File: config.mk
export PLATFORM = sky130hd
export DESIGN_NAME = regs_writeback
export DESIGN_NICKNAME = d
export VERILOG_FILES = /design/src/rtl/regs_pkg.sv /design/src/rtl/wb_load_fifo.sv /design/src/rtl/regs_writeback.sv
export SDC_FILE = /design/constraint.sdc
export NUM_CORES = 1
export LEC_CHECK = 0
export ABC_CLOCK_PERIOD_IN_PS = 4000
export CORE_ASPECT_RATIO = 0.6
export CORE_MARGIN = 2
export CORE_UTILIZATION = 45
export CTS_BUF_LIST = sky130_fd_sc_hd__clkbuf_8
export DETAILED_ROUTE_END_ITERATION = 10
export PLACE_DENSITY = 0.89
export RECOVER_POWER = 50
export REMOVE_ABC_BUFFERS = 1
export SLEW_MARGIN = 25
export SYNTH_ARGS = -nofsm -noshare
export SYNTH_HDL_FRONTEND = slang
export SYNTH_SLANG_ARGS = --single-unit
File: constraint.sdc
create_clock -name clk -period 4 [get_ports clk]
set_input_delay 0.4 -clock clk [delete_from_list [all_inputs] [get_ports clk]]
set_output_delay 0.4 -clock clk [all_outputs]
set_load 0.05 [all_outputs]
File: src/rtl/regs_pkg.sv
// Shared types and constants for the register-file writeback stage.
// Holds the load-queue entry type and the RISC-V load extraction helper.
package regs_pkg;

  localparam int unsigned XLEN   = 32;
  localparam int unsigned REG_AW = 5;

  localparam logic [2:0] F3_LB  = 3'b000;
  localparam logic [2:0] F3_LH  = 3'b001;
  localparam logic [2:0] F3_LW  = 3'b010;
  localparam logic [2:0] F3_LBU = 3'b100;
  localparam logic [2:0] F3_LHU = 3'b101;

  typedef struct packed {
    logic [REG_AW-1:0] rd;
    logic [XLEN-1:0]   data;
  } lq_entry_t;

  // Select the addressed byte/half of an aligned word and extend it; unknown funct3 acts as LW.
  function automatic logic [XLEN-1:0] ld_extract(input logic [2:0]      f3,
                                                 input logic [1:0]      lo,
                                                 input logic [XLEN-1:0] word);
    logic [7:0]      b;
    logic [15:0]     h;
    logic [XLEN-1:0] res;
    case (lo)
      2'd0:    b = word[7:0];
      2'd1:    b = word[15:8];
      2'd2:    b = word[23:16];
      default: b = word[31:24];
    endcase
    h = lo[1] ? word[31:16] : word[15:0];
    case (f3)
      F3_LB:   res = {{(XLEN-8){b[7]}}, b};
      F3_LH:   res = {{(XLEN-16){h[15]}}, h};
      F3_LBU:  res = {{(XLEN-8){1'b0}}, b};
      F3_LHU:  res = {{(XLEN-16){1'b0}}, h};
      default: res = word;
    endcase
    return res;
  endfunction

endpackage

File: src/rtl/wb_load_fifo.sv
// Small synchronous FIFO buffering formatted load results for the writeback stage.
// Depth must be a power of two so the pointers wrap for free.
module wb_load_fifo
  import regs_pkg::*;
#(
  parameter int unsigned Depth = 2
) (
  input  logic                     clk,
  input  logic                     rst,
  input  logic                     push,
  input  lq_entry_t                push_data,
  input  logic                     pop,
  output lq_entry_t                head,
  output logic [$clog2(Depth):0]   count,
  output logic                     full,
  output logic                     empty
);

  localparam int unsigned PtrW = $clog2(Depth);
  localparam int unsigned CntW = PtrW + 1;

  lq_entry_t             mem_q [Depth];
  logic [PtrW-1:0]       wr_ptr_q, rd_ptr_q;
  logic [CntW-1:0]       count_q, count_d;
  logic                  push_ok, pop_ok;

  assign full    = (count_q == CntW'(Depth));
  assign empty   = (count_q == '0);
  assign push_ok = push && !full;
  assign pop_ok  = pop && !empty;
  assign head    = mem_q[rd_ptr_q];
  assign count   = count_q;

  always_comb begin
    count_d = count_q;
    case ({push_ok, pop_ok})
      2'b10:   count_d = count_q + 1'b1;
      2'b01:   count_d = count_q - 1'b1;
      default: count_d = count_q;
    endcase
  end

  always_ff @(posedge clk) begin
    if (rst) begin
      wr_ptr_q <= '0;
      rd_ptr_q <= '0;
      count_q  <= '0;
    end else begin
      if (push_ok) wr_ptr_q <= wr_ptr_q + 1'b1;
      if (pop_ok)  rd_ptr_q <= rd_ptr_q + 1'b1;
      count_q <= count_d;
    end
  end

  // Storage needs no reset: only entries counted by count_q are ever read.
  always_ff @(posedge clk) begin
    if (push_ok) mem_q[wr_ptr_q] <= push_data;
  end

endmodule

File: src/rtl/regs_writeback.sv
// Writeback stage: arbitrates ALU and load results onto the register-file write port.
// Define REGS_WB_BYPASS_EN to forward the registered write to rs1_data/rs2_data.
module regs_writeback
  import regs_pkg::*;
#(
  parameter int unsigned LQ_DEPTH = 2
) (
  input  logic              clk,
  input  logic              rst,
  input  logic              alu_valid,
  input  logic [4:0]        alu_rd,
  input  logic [XLEN-1:0]   alu_data,
  input  logic              ld_valid,
  output logic              ld_ready,
  input  logic [4:0]        ld_rd,
  input  logic [2:0]        ld_funct3,
  input  logic [1:0]        ld_addr_lo,
  input  logic [XLEN-1:0]   ld_word,
  output logic [XLEN-1:0]   data_D,
  output logic [4:0]        addr_D,
  output logic              Wen,
  input  logic [4:0]        addr_A,
  input  logic [4:0]        addr_B,
  input  logic [XLEN-1:0]   data_A,
  input  logic [XLEN-1:0]   data_B,
  output logic [XLEN-1:0]   rs1_data,
  output logic [XLEN-1:0]   rs2_data
);

  lq_entry_t                  ld_entry, lq_head;
  logic [$clog2(LQ_DEPTH):0]  lq_count;
  logic                       lq_full, lq_empty;
  logic                       lq_push, lq_pop;
  logic                       ld_acc;

  logic                       wr_any;
  logic [REG_AW-1:0]          wr_rd;
  logic [XLEN-1:0]            wr_data;
  logic                       wen_d, wen_q;
  logic [REG_AW-1:0]          addr_q;
  logic [XLEN-1:0]            data_q;

  // Full is derived from the registered count, so a same-cycle pop never raises ld_ready.
  assign ld_ready      = !lq_full;
  assign ld_acc        = ld_valid && ld_ready;
  assign ld_entry.rd   = ld_rd;
  assign ld_entry.data = ld_extract(ld_funct3, ld_addr_lo, ld_word);

  wb_load_fifo #(
    .Depth (LQ_DEPTH)
  ) u_load_fifo (
    .clk       (clk),
    .rst       (rst),
    .push      (lq_push),
    .push_data (ld_entry),
    .pop       (lq_pop),
    .head      (lq_head),
    .count     (lq_count),
    .full      (lq_full),
    .empty     (lq_empty)
  );

  always_comb begin
    wr_any  = 1'b0;
    wr_rd   = '0;
    wr_data = '0;
    lq_push = 1'b0;
    lq_pop  = 1'b0;
    if (alu_valid) begin
      wr_any  = 1'b1;
      wr_rd   = alu_rd;
      wr_data = alu_data;
      lq_push = ld_acc;
    end else if (!lq_empty) begin
      wr_any  = 1'b1;
      wr_rd   = lq_head.rd;
      wr_data = lq_head.data;
      lq_pop  = 1'b1;
      lq_push = ld_acc;
    end else if (ld_acc) begin
      wr_any  = 1'b1;
      wr_rd   = ld_entry.rd;
      wr_data = ld_entry.data;
    end
    // x0 writes are consumed but never reach the register file.
    wen_d = wr_any && (wr_rd != '0);
  end

  always_ff @(posedge clk) begin
    if (rst) begin
      wen_q  <= 1'b0;
      addr_q <= '0;
      data_q <= '0;
    end else begin
      wen_q <= wen_d;
      if (wen_d) begin
        addr_q <= wr_rd;
        data_q <= wr_data;
      end
    end
  end

  assign Wen    = wen_q;
  assign addr_D = addr_q;
  assign data_D = data_q;

`ifdef REGS_WB_BYPASS_EN
  logic hit_a, hit_b;
  assign hit_a    = wen_q && (addr_q == addr_A) && (addr_q != '0);
  assign hit_b    = wen_q && (addr_q == addr_B) && (addr_q != '0);
  assign rs1_data = hit_a ? data_q : data_A;
  assign rs2_data = hit_b ? data_q : data_B;
`else
  assign rs1_data = data_A;
  assign rs2_data = data_B;
`endif

  logic unused_count;
  assign unused_count = ^lq_count;

endmodule

### Word-level counts from Yosys, hierarchy flattened

Memories as Yosys holds them, arrays and structs flattened. A register that Yosys moved wholly into a read port is not among the register bits.
Cells that the tools add are included.

| cells by class | value |
|---|---|
| add/subtract/negate cells | 4 |
| eq/ne operators | 8 |
| muxes and demuxes | 21 |
| reductions and logical operators | 11 |

Operator list:

| operator | number |
|---|---|
| 32-bit one-hot mux with 4 select lines | 1 |
| 32-bit 2-to-1 mux | 3 |
| 8-bit one-hot mux with 3 select lines | 1 |
| 16-bit 2-to-1 mux | 1 |
| 5-bit 2-to-1 mux | 3 |
| 1-bit 2-to-1 mux | 11 |
| 2-bit equality test, second input constant | 3 |
| 3-bit equality test, second input constant | 2 |
| 5-bit nonzero test | 1 |
| 2-bit by 1-bit equality test with 1-bit output, second input constant | 2 |
| 1-bit logical AND | 4 |
| 2-bit logical NOT | 2 |
| 2-bit one-hot mux with 2 select lines | 1 |
| 3-bit by 1-bit equality test with 1-bit output, second input constant | 1 |
| 3-bit logical NOT | 1 |
| 1-bit adder, second input constant | 2 |
| 2-bit by 1-bit adder with 2-bit output, second input constant | 1 |
| 1-bit logical NOT | 2 |
| 2-bit nonzero test | 1 |
| 2-bit by 1-bit subtractor with 2-bit output, second input constant | 1 |

| storage, ports and cells | value |
|---|---|
| flip-flop bits (word level) | 42 |
| RAM bits | 74 |
| bits of input ports | 157 |
| output and inout bits | 103 |
| logic and storage cells | 51 |
| memories kept | 1 |

Memories:

| memory | words | bits a word | rd ports | clocked after memory_dff | wr ports | line | RTL |
|---|---|---|---|---|---|---|---|
| u_load_fifo.mem_q | 2 | 37 | 1 | 1 | 1 | wb_load_fifo.sv:22 | `lq_entry_t mem_q [Depth];` |

### Logic depth before layout (Yosys ltp)

Gate-level depths: netlist (run 1).

| depth | value |
|---|---|
| word-level depth | 8 |
| depth in mapped cells | 9 |
| gate-level depth less buffers | 6 |

### Cells and area by module

From an unflattened synthesis (run 1), not the netlist that was laid out.

| unflattened totals | value |
|---|---|
| cell total of the unflattened synthesis | 550 |
| area, all modules | 6202.2 um^2 |

By module, submodules not included:

| module | times used | cells an instance | area each (um^2) | sequential area each (um^2) |
|---|---|---|---|---|
| regs_writeback | 1 | 409 | 3319.4 | 760.7 |
| wb_load_fifo | 1 | 141 | 2882.8 | 2322.2 |

### Worst setup path after synthesis (run 1)

OpenSTA, ideal clock, no wires.

| timing path | value |
|---|---|
| path type | in2reg |
| from | input alu_valid |
| to | memory u_load_fifo.mem_q[0][0] (netlist name) (enable) |
| setup time | 431 ps |
| arrival | 2570 ps |
| data required time | 3569 ps |
| setup slack | 999 ps |
| stages | 4 |
| buffers on the path | 1 |
| path through | clkbuf_1 > nor2b_1 > o21ai_0 > nor2_1 |

| on the way | value |
|---|---|
| word-level cells in the longest chain between the ends | 4 |

RTL lines:

| what | line | RTL |
|---|---|---|
| start: declaration | regs_writeback.sv:10 | `input logic alu_valid,` |
| 1-bit 2-to-1 mux | regs_writeback.sv:69 | `if (alu_valid) begin` |
| 1-bit logical AND | wb_load_fifo.sv:29 | `assign push_ok = push && !full;` |
| 1-bit 2-to-1 mux | wb_load_fifo.sv:57 | `if (push_ok) mem_q[wr_ptr_q] <= push_data;` |
| 1-bit 2-to-1 mux (not written as such) | wb_load_fifo.sv:57 |  |
| end: declaration | wb_load_fifo.sv:22 |  |

No other way between the ends.

### Final worst setup path (run 1)

| timing path | value |
|---|---|
| from | register u_load_fifo.count_q[0], in the netlist u_load_fifo.count[0] |
| to | register data_q[17], in the netlist data_D[17] |

| on the way | value |
|---|---|
| word-level cells in the longest chain between the ends | 8 |
| elaborated cells on any way between the ends | 15 |
| those cells by class | eq/ne: 1; mux: 9; reduce/logical: 5 |

RTL lines:

| what | line | RTL |
|---|---|---|
| start: declaration | wb_load_fifo.sv:24 | `logic [CntW-1:0] count_q, count_d;` |
| start signal: assignment | wb_load_fifo.sv:51 | `count_q <= count_d;` |
| 2-bit equality test | wb_load_fifo.sv:27 | `assign full = (count_q == CntW'(Depth));` |
| 1-bit logical NOT | regs_writeback.sv:44 | `assign ld_ready = !lq_full;` |
| 1-bit logical AND | regs_writeback.sv:45 | `assign ld_acc = ld_valid && ld_ready;` |
| 5-bit 2-to-1 mux | regs_writeback.sv:80 | `end else if (ld_acc) begin` |
| 5-bit 2-to-1 mux | regs_writeback.sv:74 | `end else if (!lq_empty) begin` |
| 5-bit 2-to-1 mux | regs_writeback.sv:69 |  |
| 5-bit nonzero test | regs_writeback.sv:86 | `wen_d = wr_any && (wr_rd != '0);` |
| 1-bit logical AND | regs_writeback.sv:86 |  |
| end signal: assignment | regs_writeback.sv:98 | `data_q <= wr_data;` |
| end: declaration | regs_writeback.sv:41 | `logic [XLEN-1:0] data_q;` |

Parallel ways exist; a longest one is shown, timed or not.
A chain may end at the register's enable or synchronous reset.

==> results of run 1 <==
-- layer usage --
metal  share of wire, %  vias up  routed length (um)
li1                   -     2261                   -
met2                 37      451                7860
met3                 18       32                3890
met1                 42     2497                8960
met5               0.71        -                 149
met4                1.0        4                 216
-- stage by stage --
stage | power (mW) | cell area, um2
floorplan | 2.52 | 5640
global placement | 2.97 | 7230
detailed placement | 3.02 | 7230
CTS | 4.27 | 7690
global route | 4.42 | 7670
finish | 4.24 | 7670
-- placed cells by master, fill, tap and decap left out, types with 2 or more instances in the layout --
| cell type | n |
|---|---|
| bufinv_16 | 5 |
| mux2_2 | 9 |
| o21ai_0 | 18 |
| clkdlybuf4s50_1 | 76 |
| inv_1 | 4 |
| o22ai_1 | 2 |
| nor4bb_1 | 4 |
| nand2b_1 | 7 |
| nor2_4 | 2 |
| nor2b_1 | 10 |
| a21oi_1 | 32 |
| clkinv_4 | 6 |
| a221oi_1 | 16 |
| nor2_1 | 49 |
| clkinv_2 | 2 |
| nand3_1 | 4 |
| nand2_1 | 69 |
| xnor2_1 | 2 |
| or3_1 | 2 |
| xor2_1 | 2 |
| mux2_1 | 4 |
| o21ai_1 | 4 |
| buf_4 | 12 |
| edfxtp_1 | 74 |
| dfxtp_1 | 42 |
| and3b_1 | 8 |
| a22o_1 | 2 |
| o41ai_1 | 7 |
| o221ai_1 | 7 |
| a211o_1 | 5 |
| dlygate4sd3_1 | 44 |
| o211ai_1 | 8 |
| clkbuf_1 | 3 |
| and2_1 | 2 |
| a221o_1 | 16 |
| clkbuf_8 | 17 |
| a221oi_2 | 18 |
| nor3_1 | 10 |
| mux2i_1 | 41 |
-- flip-flops by register name, indices dropped and copies added (netlist names), named ones only --
name	flops
data_D	32
u_load_fifo.wr_ptr_q	1
u_load_fifo.count	2
Wen	1
u_load_fifo.rd_ptr_q	1
addr_D	5
u_load_fifo.mem_q	74
-- Yosys cell counts (all sizes together) --
cell type	number
mux2	14
mux2i	41
a2111o	1
nand2	69
o21a	1
a21oi	32
buf	77
o22ai	2
nor4b	1
nor2b	10
xnor2	2
a221oi	34
edfxtp	74
o21bai	1
nor3	10
o211ai	8
and2	3
and3b	8
nand3	4
o21ai	22
nand2b	7
a21o	1
a221o	16
a22o	2
clkinv	1
inv	4
o221ai	7
clkbuf	35
o41ai	7
xor2	2
dfxtp	43
ha	1
or2	1
a211o	5
or3	2
nor2	52
nor4bb	4
-- worst min-delay path, stage by stage, from the launching register on --
cell     delay [ps]
dfxtp_1         310
nand2_1          50
o21ai_1          50
-- power breakdown --
part | switching [mW] | internal [mW] | leakage (nW)
clock network | 0.518 | 0.747 | 0.234
registers | 0.0980 | 1.50 | 1.04
logic | 0.877 | 0.508 | 1.55
-- worst max path at each step --
stage,from,to,slack [ps],depth (start not counted)
4_1_cts,u_load_fifo.count[0]$_SDFFE_PP0P_,data_D[19]$_SDFFE_PP0P_,1070,6
2_1_floorplan,flip-flop,data_D[17]$_SDFFE_PP0P_,-150,5
6_report,u_load_fifo.count[0]$_SDFFE_PP0P_,data_D[17]$_SDFFE_PP0P_,690,6
3_5_place_dp,ld_addr_lo[1],u_load_fifo.mem_q[1][27]$_DFFE_PP_,710,6
5_1_grt,u_load_fifo.count[0]$_SDFFE_PP0P_,data_D[19]$_SDFFE_PP0P_,430,6
3_3_place_gp,ld_addr_lo[1],u_load_fifo.mem_q[0][31]$_DFFE_PP_,910,6
-- logic make-up after synthesis --
| family | Yosys count | share of synthesized area, % |
|---|---|---|
| DFF | 117 | 48.6 |
| xor gates and xnor gates | 4 | 0.552 |
| and+or+nand+nor | 171 | 12.4 |
| AOI/OAI and AO/OA | 139 | 17.8 |
| muxes | 55 | 9.02 |
| adders and majority gates | 1 | 0.197 |
| buffers and inverters | 117 | 11.4 |
-- final cells by class --
cell class | instances | share of cell area (%)
Multi-Input combinational cell | 370 | 33.4
Tap cell | 192 | 3.13
Clock inverter | 15 | 2.97
Inverter | 5 | 0.245
Clock buffer | 17 | 3.05
Sequential cell | 117 | 40.2
Timing Repair Buffer | 136 | 17.0
==> flow_summary.toml, run 1 <==
[outcome]
status = "finished clean"

[placed_design]
hpwl_mm = 15.2
globalplace.congestion = 0.862
dp_slack_ps = 713
io_buffer_count = 121
dp.cells = 820

[route]
drc = 0
ant_nets = 0
vias_per_cell = 6.16
first_iter_violations = 549
dr_total_vias = 5245
wl_per_cell_um = 24.7
firstDrtPassIters = 7
wl_mm = 21.1

[clock_tree]
cts_tree = "built"
cts_hold_buf = 0
clkLatencyLatePin_ps = 440
postCtsSetupRepairBufs = 0
cts-root-buf = "clkbuf_8"
clockBufferDepth = 2
clk_pin_slew_worst_paths_ps = 80
cts_sinks = 117
cts_resized = 0
cts_htree_levels = 4
cts-buffers-inserted = 17

[worst_setup_path]
worstSetupEndpointType = "flip-flop"
cp.buffers_inverters = 1
cp_top_family = "multiplexers"
cp_max_fo = 34
critPathMaxStageDelay_ps = 1030
r2r_cells = 6
r2r_slack_ps = 690
crit_path_start_kind = "flip-flop"
cp_cell_sequence = "or2_1 -> mux2i_1 -> mux2_1 -> or3_1 -> buf_4 -> a221oi_1"
critical_path_class = "reg2reg"
r2r_end = "data_D[17]$_SDFFE_PP0P_"
cp.arrival_ps = 3600
worst-endpoint-required_ps = 4290
r2r-start = "u_load_fifo.count[0]$_SDFFE_PP0P_"
slowest_stage = "mux2_1"

[worst_hold_path]
hold_path.class = "reg2reg"
min_to = "addr_D[3]$_SDFFE_PP0P_"
hp-start = "addr_D[3]$_SDFFE_PP0P_"
whs_path_depth = 2

[sta]
period_share_pct = 82.8
worst_pin_slew_ps = 1320
skew_ps = 9.67
final_hold_viol_count = 0
clock.fmax_mhz = 302
max-slew-margin-rel_pct = 11.7
setup_tns_ps = 0
rsz0062_at_grt = "no"
setup-violations-final = 0
min_period_ps = 3310
whs_ps = 457
layout_setup_ws_ps = 689
slew_viol_final = 0

[die]
initial_utilization_pct = 46.3
die-area_mm2 = 0.0151
io_pins = 260
die_y_um = 96.0
coreArea_mm2 = 0.0137
rows = 33
die_x_um = 157

[pwr]
vdd_drop_max_mv = 0.332
powerDensity_mw_per_mm2 = 553
p_leak_nw = 2.83

[global_route]
first_global_vias = 4918
grt_use_total_pct = 28.5
antenna_found_initial = 0
top_usage_layer = "met1"
grt_overflow = 0
grt_use_met3_pct = 18.7
grt_util_met2_pct = 36.6
grt_pass1_wl_mm = 30.7
grt_max_degree = 35
grtUsageMet1_pct = 38.9

[cells_and_area]
finish.utilization_pct = 56.0
antennaDiodeCount = 0
drive_gt1_share_pct = 11.8
syn2layout_area_growth_pct = 21.0
layout.nets = 805
fin_cells = 852
n_fill_cell = 1168
multi_input_area_mm2 = 0.00256
ff_latch_area_mm2 = 0.00308

[logic_synthesis]
syn_avg_cell_area_um2 = 10.5
synth_cells = 604
synth_top_area_share_pct = 35.0
syn_area_mm2 = 0.00634
ys_top_cells_by_area = "edfxtp_1 35%, dfxtp_1 14%, buf_4 7.6%"
synth_largest_area_cell = "edfxtp_1"
yosysSeqAreaShare_pct = 48.6
ys_ff_latch = 117
synth_cell_type_count = 45
yosysWarnings = 0

[run]
drv_cap = 0
Power figures use the tool's default switching activity.
==> inputs of run 2 (changes only) <==
- ABC_CLOCK_PERIOD_IN_PS: 4000 -> 3300
- clock period: 4 -> 3.3 ns (I/O delays scaled with it)
==> flow_summary.toml, run 2 (synthesized netlist as in run 1, its figures left out) <==
[sta]
min_period_ps = 2750
worst_pin_slew_ps = 1510
max-slew-margin-rel_pct = -0.900
clock.fmax_mhz = 364
final_hold_viol_count = 0
slew_viol_final = 20
skew_ps = 12.8
setup_tns_ps = 0
setup-violations-final = 0
period_share_pct = 83.3
rsz0062_at_grt = "no"

[placed_design]
dpl_cell_area_mm2 = 0.00724
io_buffer_count = 121
globalplace.congestion = 0.861
hpwl_mm = 15.5

[global_route]
antenna_found_initial = 0
grt_pass1_wl_mm = 31.4
first_global_vias = 5020
grt_overflow = 0
grt_use_total_pct = 29.3
grt_max_degree = 36

[worst_setup_path]
r2r_cells = 7
cp_cell_sequence = "buf_4 -> mux2i_1 -> mux2i_1 -> mux2_2 -> or3_1 -> buf_4 -> a221oi_1"
critical_path_class = "reg2reg"
worst-endpoint-required_ps = 3630
worstSetupEndpointType = "flip-flop"
r2r_end = "data_D[21]$_SDFFE_PP0P_"
cp_max_fo = 35
critPathMaxStageDelay_ps = 530
r2r_slack_ps = 550
crit_path_start_kind = "flip-flop"
slowest_stage = "buf_4"
cp.arrival_ps = 3080

[pwr]
p_leak_nw = 2.80
powerDensity_mw_per_mm2 = 658
vdd_drop_max_mv = 0.386

[worst_hold_path]
min_to = "addr_D[3]$_SDFFE_PP0P_"
whs_path_depth = 2
hp-start = "addr_D[3]$_SDFFE_PP0P_"
hold_path.class = "reg2reg"

[clock_tree]
cts-buffers-inserted = 17
clockBufferDepth = 2
postCtsSetupRepairBufs = 0
cts_hold_buf = 0
clkLatencyLatePin_ps = 440
cts_tree = "built"
cts_resized = 0
clk_pin_slew_worst_paths_ps = 80
cts-root-buf = "clkbuf_8"
cts_htree_levels = 4
cts_sinks = 117

[run]
drv_cap = 1

[die]
initial_utilization_pct = 46.3
coreArea_mm2 = 0.0137
die_x_um = 157
die_y_um = 96.0
rows = 33
io_pins = 260
die-area_mm2 = 0.0151

[route]
dr_total_vias = 5205
first_iter_violations = 488
ant_nets = 0
route.met3.wl_mm = 3.93
wl_met1_mm = 9.06
top_layer_used = "met5"
wl_met2_mm = 8.17
wl_mm = 21.7
wl_per_cell_um = 25.4
firstDrtPassIters = 5
drc = 0
vias_per_cell = 6.09

[cells_and_area]
top_register = "u_load_fifo.mem_q"
syn2layout_area_growth_pct = 20.6
n_fill_cell = 1135
fin_area_mm2 = 0.00765
largest_reg_flops = 74
layout.nets = 807
layout_commonest_cell = "clkdlybuf4s50_1"
most-common-layout-cells = "82 x clkdlybuf4s50_1, 74 x edfxtp_1, 69 x nand2_1"
antennaDiodeCount = 0
ff_latch_area_mm2 = 0.00308
drive_gt1_share_pct = 11.5
multi_input_area_mm2 = 0.00256

[outcome]
violations = "capacitance limit, slew limit"
status = "complete, but fails checks"
==> run 2: routing by layer <==
| metal | up-vias | global-route usage (%) |
|---|---|---|
| met3 | 35 | 20.7 |
| met4 | 6 | 7.27 |
| li1 | 2266 | - |
| met1 | 2477 | 38.4 |
| met5 | - | 17.0 |
| met2 | 421 | 36.6 |
==> run 2: worst max path at each step <==
| stage | to | slack, ps | depth (start not counted) | start |
|---|---|---|---|---|
| after CTS | data_D[22]$_SDFFE_PP0P_ | 570 | 7 | flip-flop |
| after global routing | data_D[23]$_SDFFE_PP0P_ | 370 | 7 | flip-flop |
| after floorplan | data_D[17]$_SDFFE_PP0P_ | -850 | 5 | flip-flop |
| after global placement | data_D[23]$_SDFFE_PP0P_ | 500 | 7 | ld_valid |
| after detailed placement | data_D[21]$_SDFFE_PP0P_ | 420 | 7 | ld_valid |
| final | data_D[21]$_SDFFE_PP0P_ | 550 | 7 | flip-flop |
==> run 2: per-stage QoR <==
step	hold WS, ps	cells	util [%]	power, mW	worst slack, ps
floorplan	396	492	-	3.05	-850
global placement	441	822	52.8	3.60	499
detailed placement	453	822	52.8	3.66	416
CTS	464	854	55.9	5.06	567
global route	478	854	55.8	5.23	367
finish	456	854	55.8	5.04	550
==> run 2: critical path, delay by kind of cell (launching register included) <==
| kind | cells | cell delay [ps] |
|---|---|---|
| muxes | 3 | 630 |
| buffers and inverters | 2 | 840 |
| and+or+nand+nor | 1 | 410 |
| DFF | 1 | 410 |
| AOI/OAI and AO/OA | 1 | 340 |
==> run 2: layout make-up <==
| class | instances | area share (%) |
|---|---|---|
| sequential | 117 | 40.3 |
| inverter | 5 | 0.245 |
| tap | 192 | 3.14 |
| clock buffer | 18 | 3.24 |
| clock inverter | 14 | 2.29 |
| timing repair buffer | 138 | 17.3 |
| multi-input combinational | 370 | 33.4 |
==> run 2: report_power, final <==
| part | internal (mW) | leakage [nW] | total (mW) | switching, mW |
|---|---|---|---|---|
| logic | 0.623 | 1.54 | 1.68 | 1.06 |
| clock network | 0.774 | 0.206 | 1.41 | 0.639 |
| registers | 1.81 | 1.04 | 1.94 | 0.125 |
| total | 3.21 | 2.80 | 5.04 | 1.83 |
==> edit: new RTL, settings of run 1 <==
`LQ_DEPTH`: 2 -> 4.
--- a/src/rtl/regs_writeback.sv
+++ b/src/rtl/regs_writeback.sv
@@ -3,7 +3,7 @@
 module regs_writeback
   import regs_pkg::*;
 #(
-  parameter int unsigned LQ_DEPTH = 2
+  parameter int unsigned LQ_DEPTH = 4
 ) (
   input  logic              clk,
   input  logic              rst,
Check against the original RTL: not equivalent (a bounded check fails within 4 cycles, from zero or initial values and one cycle with rst high).
==> edit against run 1 <==
  * The run now ends with max-capacitance violations, max-slew violations left
  * Final area grew 35%
  * Routed wire length grew 39%
  * Via count grew 18%
  * Worst hold slack gained 9.6 ps
  * Area after synthesis grew 41%
  * Die area grew 40%
  * Maximum frequency grew 6.3%
  * Worst setup slack gained 190 ps
  * Total power grew 45%
  * Sequential cell count grew 78
  * Critical path type is now in2reg
==> edit: results (changes against run 1) <==
outcome=finished with violations; failing checks=max-capacitance violations, max-slew violations; vias in the first global route=5,800 (+18%); max-slew violations=34 (+34); Worst R2R End=data_D[21]$_SDFFE_PP0P_; ys flop type=edfxtp_1; R2R cell count=5 (-1); sequential fraction of the synthesis area=60.17% (+12 points); setup bufs post-CTS=0 (unchanged); Worst Slack Setup Final=884.2 ps (+194.8 ps); Post-synth EDFFs=148 (+100%); Synth top cells by count=edfxtp_1 (148), buf_4 (67), dfxtp_1 (47), mux4_2 (38), a21oi_1 (33); share of post-route cells with drive strength above 1=16.33% (+4.5 points); largest net degree at the start of global routing=47 (+34%); Skew-Pair Late Insertion Delay=470 ps (+30 ps); 1st-iter DRT viols=900 (+64%); Net count, final=848 (+5.3%); TritonCTS Buffers=17 (unchanged); top cells by area, synth=edfxtp_1 (50%), dfxtp_1 (11%), mux4_2 (9.6%); initial antenna violation count=0 (unchanged); synth unique cells=51 (+13%); Worst R2R Setup Slack=1240 ps (+550 ps); hold crit path type=in2reg; CP max FO=33 (-2.9%); Root Buffer=clkbuf_8; max FFs per register=148 (+100%); DPL Wire Length=20.58 mm (+36%); worst hold path startpoint=rst; Post-synth ARST share=0% (unchanged); first-pass GRT wire length=41.61 mm (+36%); Routed WL=29.37 mm (+39%); routability cong.=0.8004 (-7.2%); Overflow after GRT=0 (unchanged); setup tns final=0 ps (unchanged); Ant. Diodes=0 (unchanged); Static Leak=3.584 nW (+27%); via/cell ratio=6.406 (+4.1%); Peak VDD IR=0.0002492 V (-25%); Overall Global Routing Usage=28.66% (+0.18 points); Worst Setup SP=alu_valid; Worst-path clk slew=100 ps (+20 ps); Rel. slew slack=-10.28% (-22 points); PortBufs=121 (unchanged); # resized after CTS=0 (unchanged); Arrival @ worst endpoint=3210 ps (-390 ps); crit path to=u_load_fifo.mem_q[2][30]$_DFFE_PP_; Clock Skews=16.62 ps (+6.947 ps); CTS HTree Levels=4 (unchanged); r2r startpoint=u_load_fifo.count[0]$_SDFFE_PP0P_; max_cap viols=1 (+1); DRT Pass-1 Iters=8 (+1); Setup WS pre-CTS=984.0 ps (+270.6 ps); filler cell count in the final layout=1,545 (+32%)
[edit: cell types whose count changed after synthesis, moves of 16 or more]
| cell | change |
|---|---|
| a21o_1 | +23 |
| a221oi_1 | -16 |
| a221oi_2 | -18 |
| a22o_1 | +24 |
| a311oi_1 | +16 |
| edfxtp_1 | +74 |
| mux2i_1 | -41 |
| mux4_2 | +38 |
| nand2_1 | -56 |
| nor2_1 | -39 |
| nor3_1 | +21 |
[edit: critical path, stage by stage]
cell and delay, ps:
clkbuf_1 1160, nand2b_1 110, a21boi_1 480, and2_0 230, clkbuf_1 800
[edit: power by group]
group          internal (mW)  leakage (nW)  switching [mW]
Sequential              2.50          1.75           0.157
Combinational          0.829          1.61            1.30
Clock                  0.695         0.223           0.690
[edit: routing by layer]
| layer | GRT usage, % | up-vias | wire length, um |
|---|---|---|---|
| met2 | 37.74 | 547 | 11720 |
| met5 | 13.41 | - | 315 |
| met4 | 4.514 | 8 | 398 |
| met1 | 38.10 | 3047 | 11070 |
| met3 | 19.67 | 40 | 5859 |
| li1 | - | 2533 | - |
[edit: logic make-up after synthesis]
kind of cell	synth area share, %
muxes	10.44
DFF	60.17
AOI/OAI and AO/OA	13.42
and+or+nand+nor	6.235
xor gates and xnor gates	0.4894
adders and majority gates	0.9227
buffers and inverters	8.318
[edit: worst min-delay path by stage]
stage | to | slack (ps) | cells after the start
6_report | data_D[4]$_SDFFE_PP0P_ | 470 | 4
5_1_grt | data_D[3]$_SDFFE_PP0P_ | 450 | 4
4_1_cts | data_D[4]$_SDFFE_PP0P_ | 420 | 4
3_5_place_dp | data_D[4]$_SDFFE_PP0P_ | 470 | 2
3_3_place_gp | data_D[5]$_SDFFE_PP0P_ | 460 | 2
2_1_floorplan | data_D[15]$_SDFFE_PP0P_ | 460 | 1
[edit: stage by stage]
stage	power [mW]	instances	hold slack [ps]	instance area [um2]	utilization [%]
final	6.168	964	466.6	10350	53.69
after global routing	6.424	964	447.6	10350	53.69
after CTS	6.219	964	423.8	10370	53.82
after detailed placement	4.853	932	468.1	9942	51.58
after global placement	4.795	932	455.5	9942	51.58
after floorplan	4.095	525	464.6	8254	-
[edit: area by class of cell]
cell class | instances | area, um2 | area share, %
multi-input combinational | 317 | 2823 | 27.28
timing repair buffer | 141 | 1326 | 12.82
inverter | 13 | 48.80 | 0.4715
sequential | 195 | 5386 | 52.05
tap | 266 | 332.8 | 3.216
clock inverter | 14 | 183.9 | 1.777
clock buffer | 18 | 247.7 | 2.394
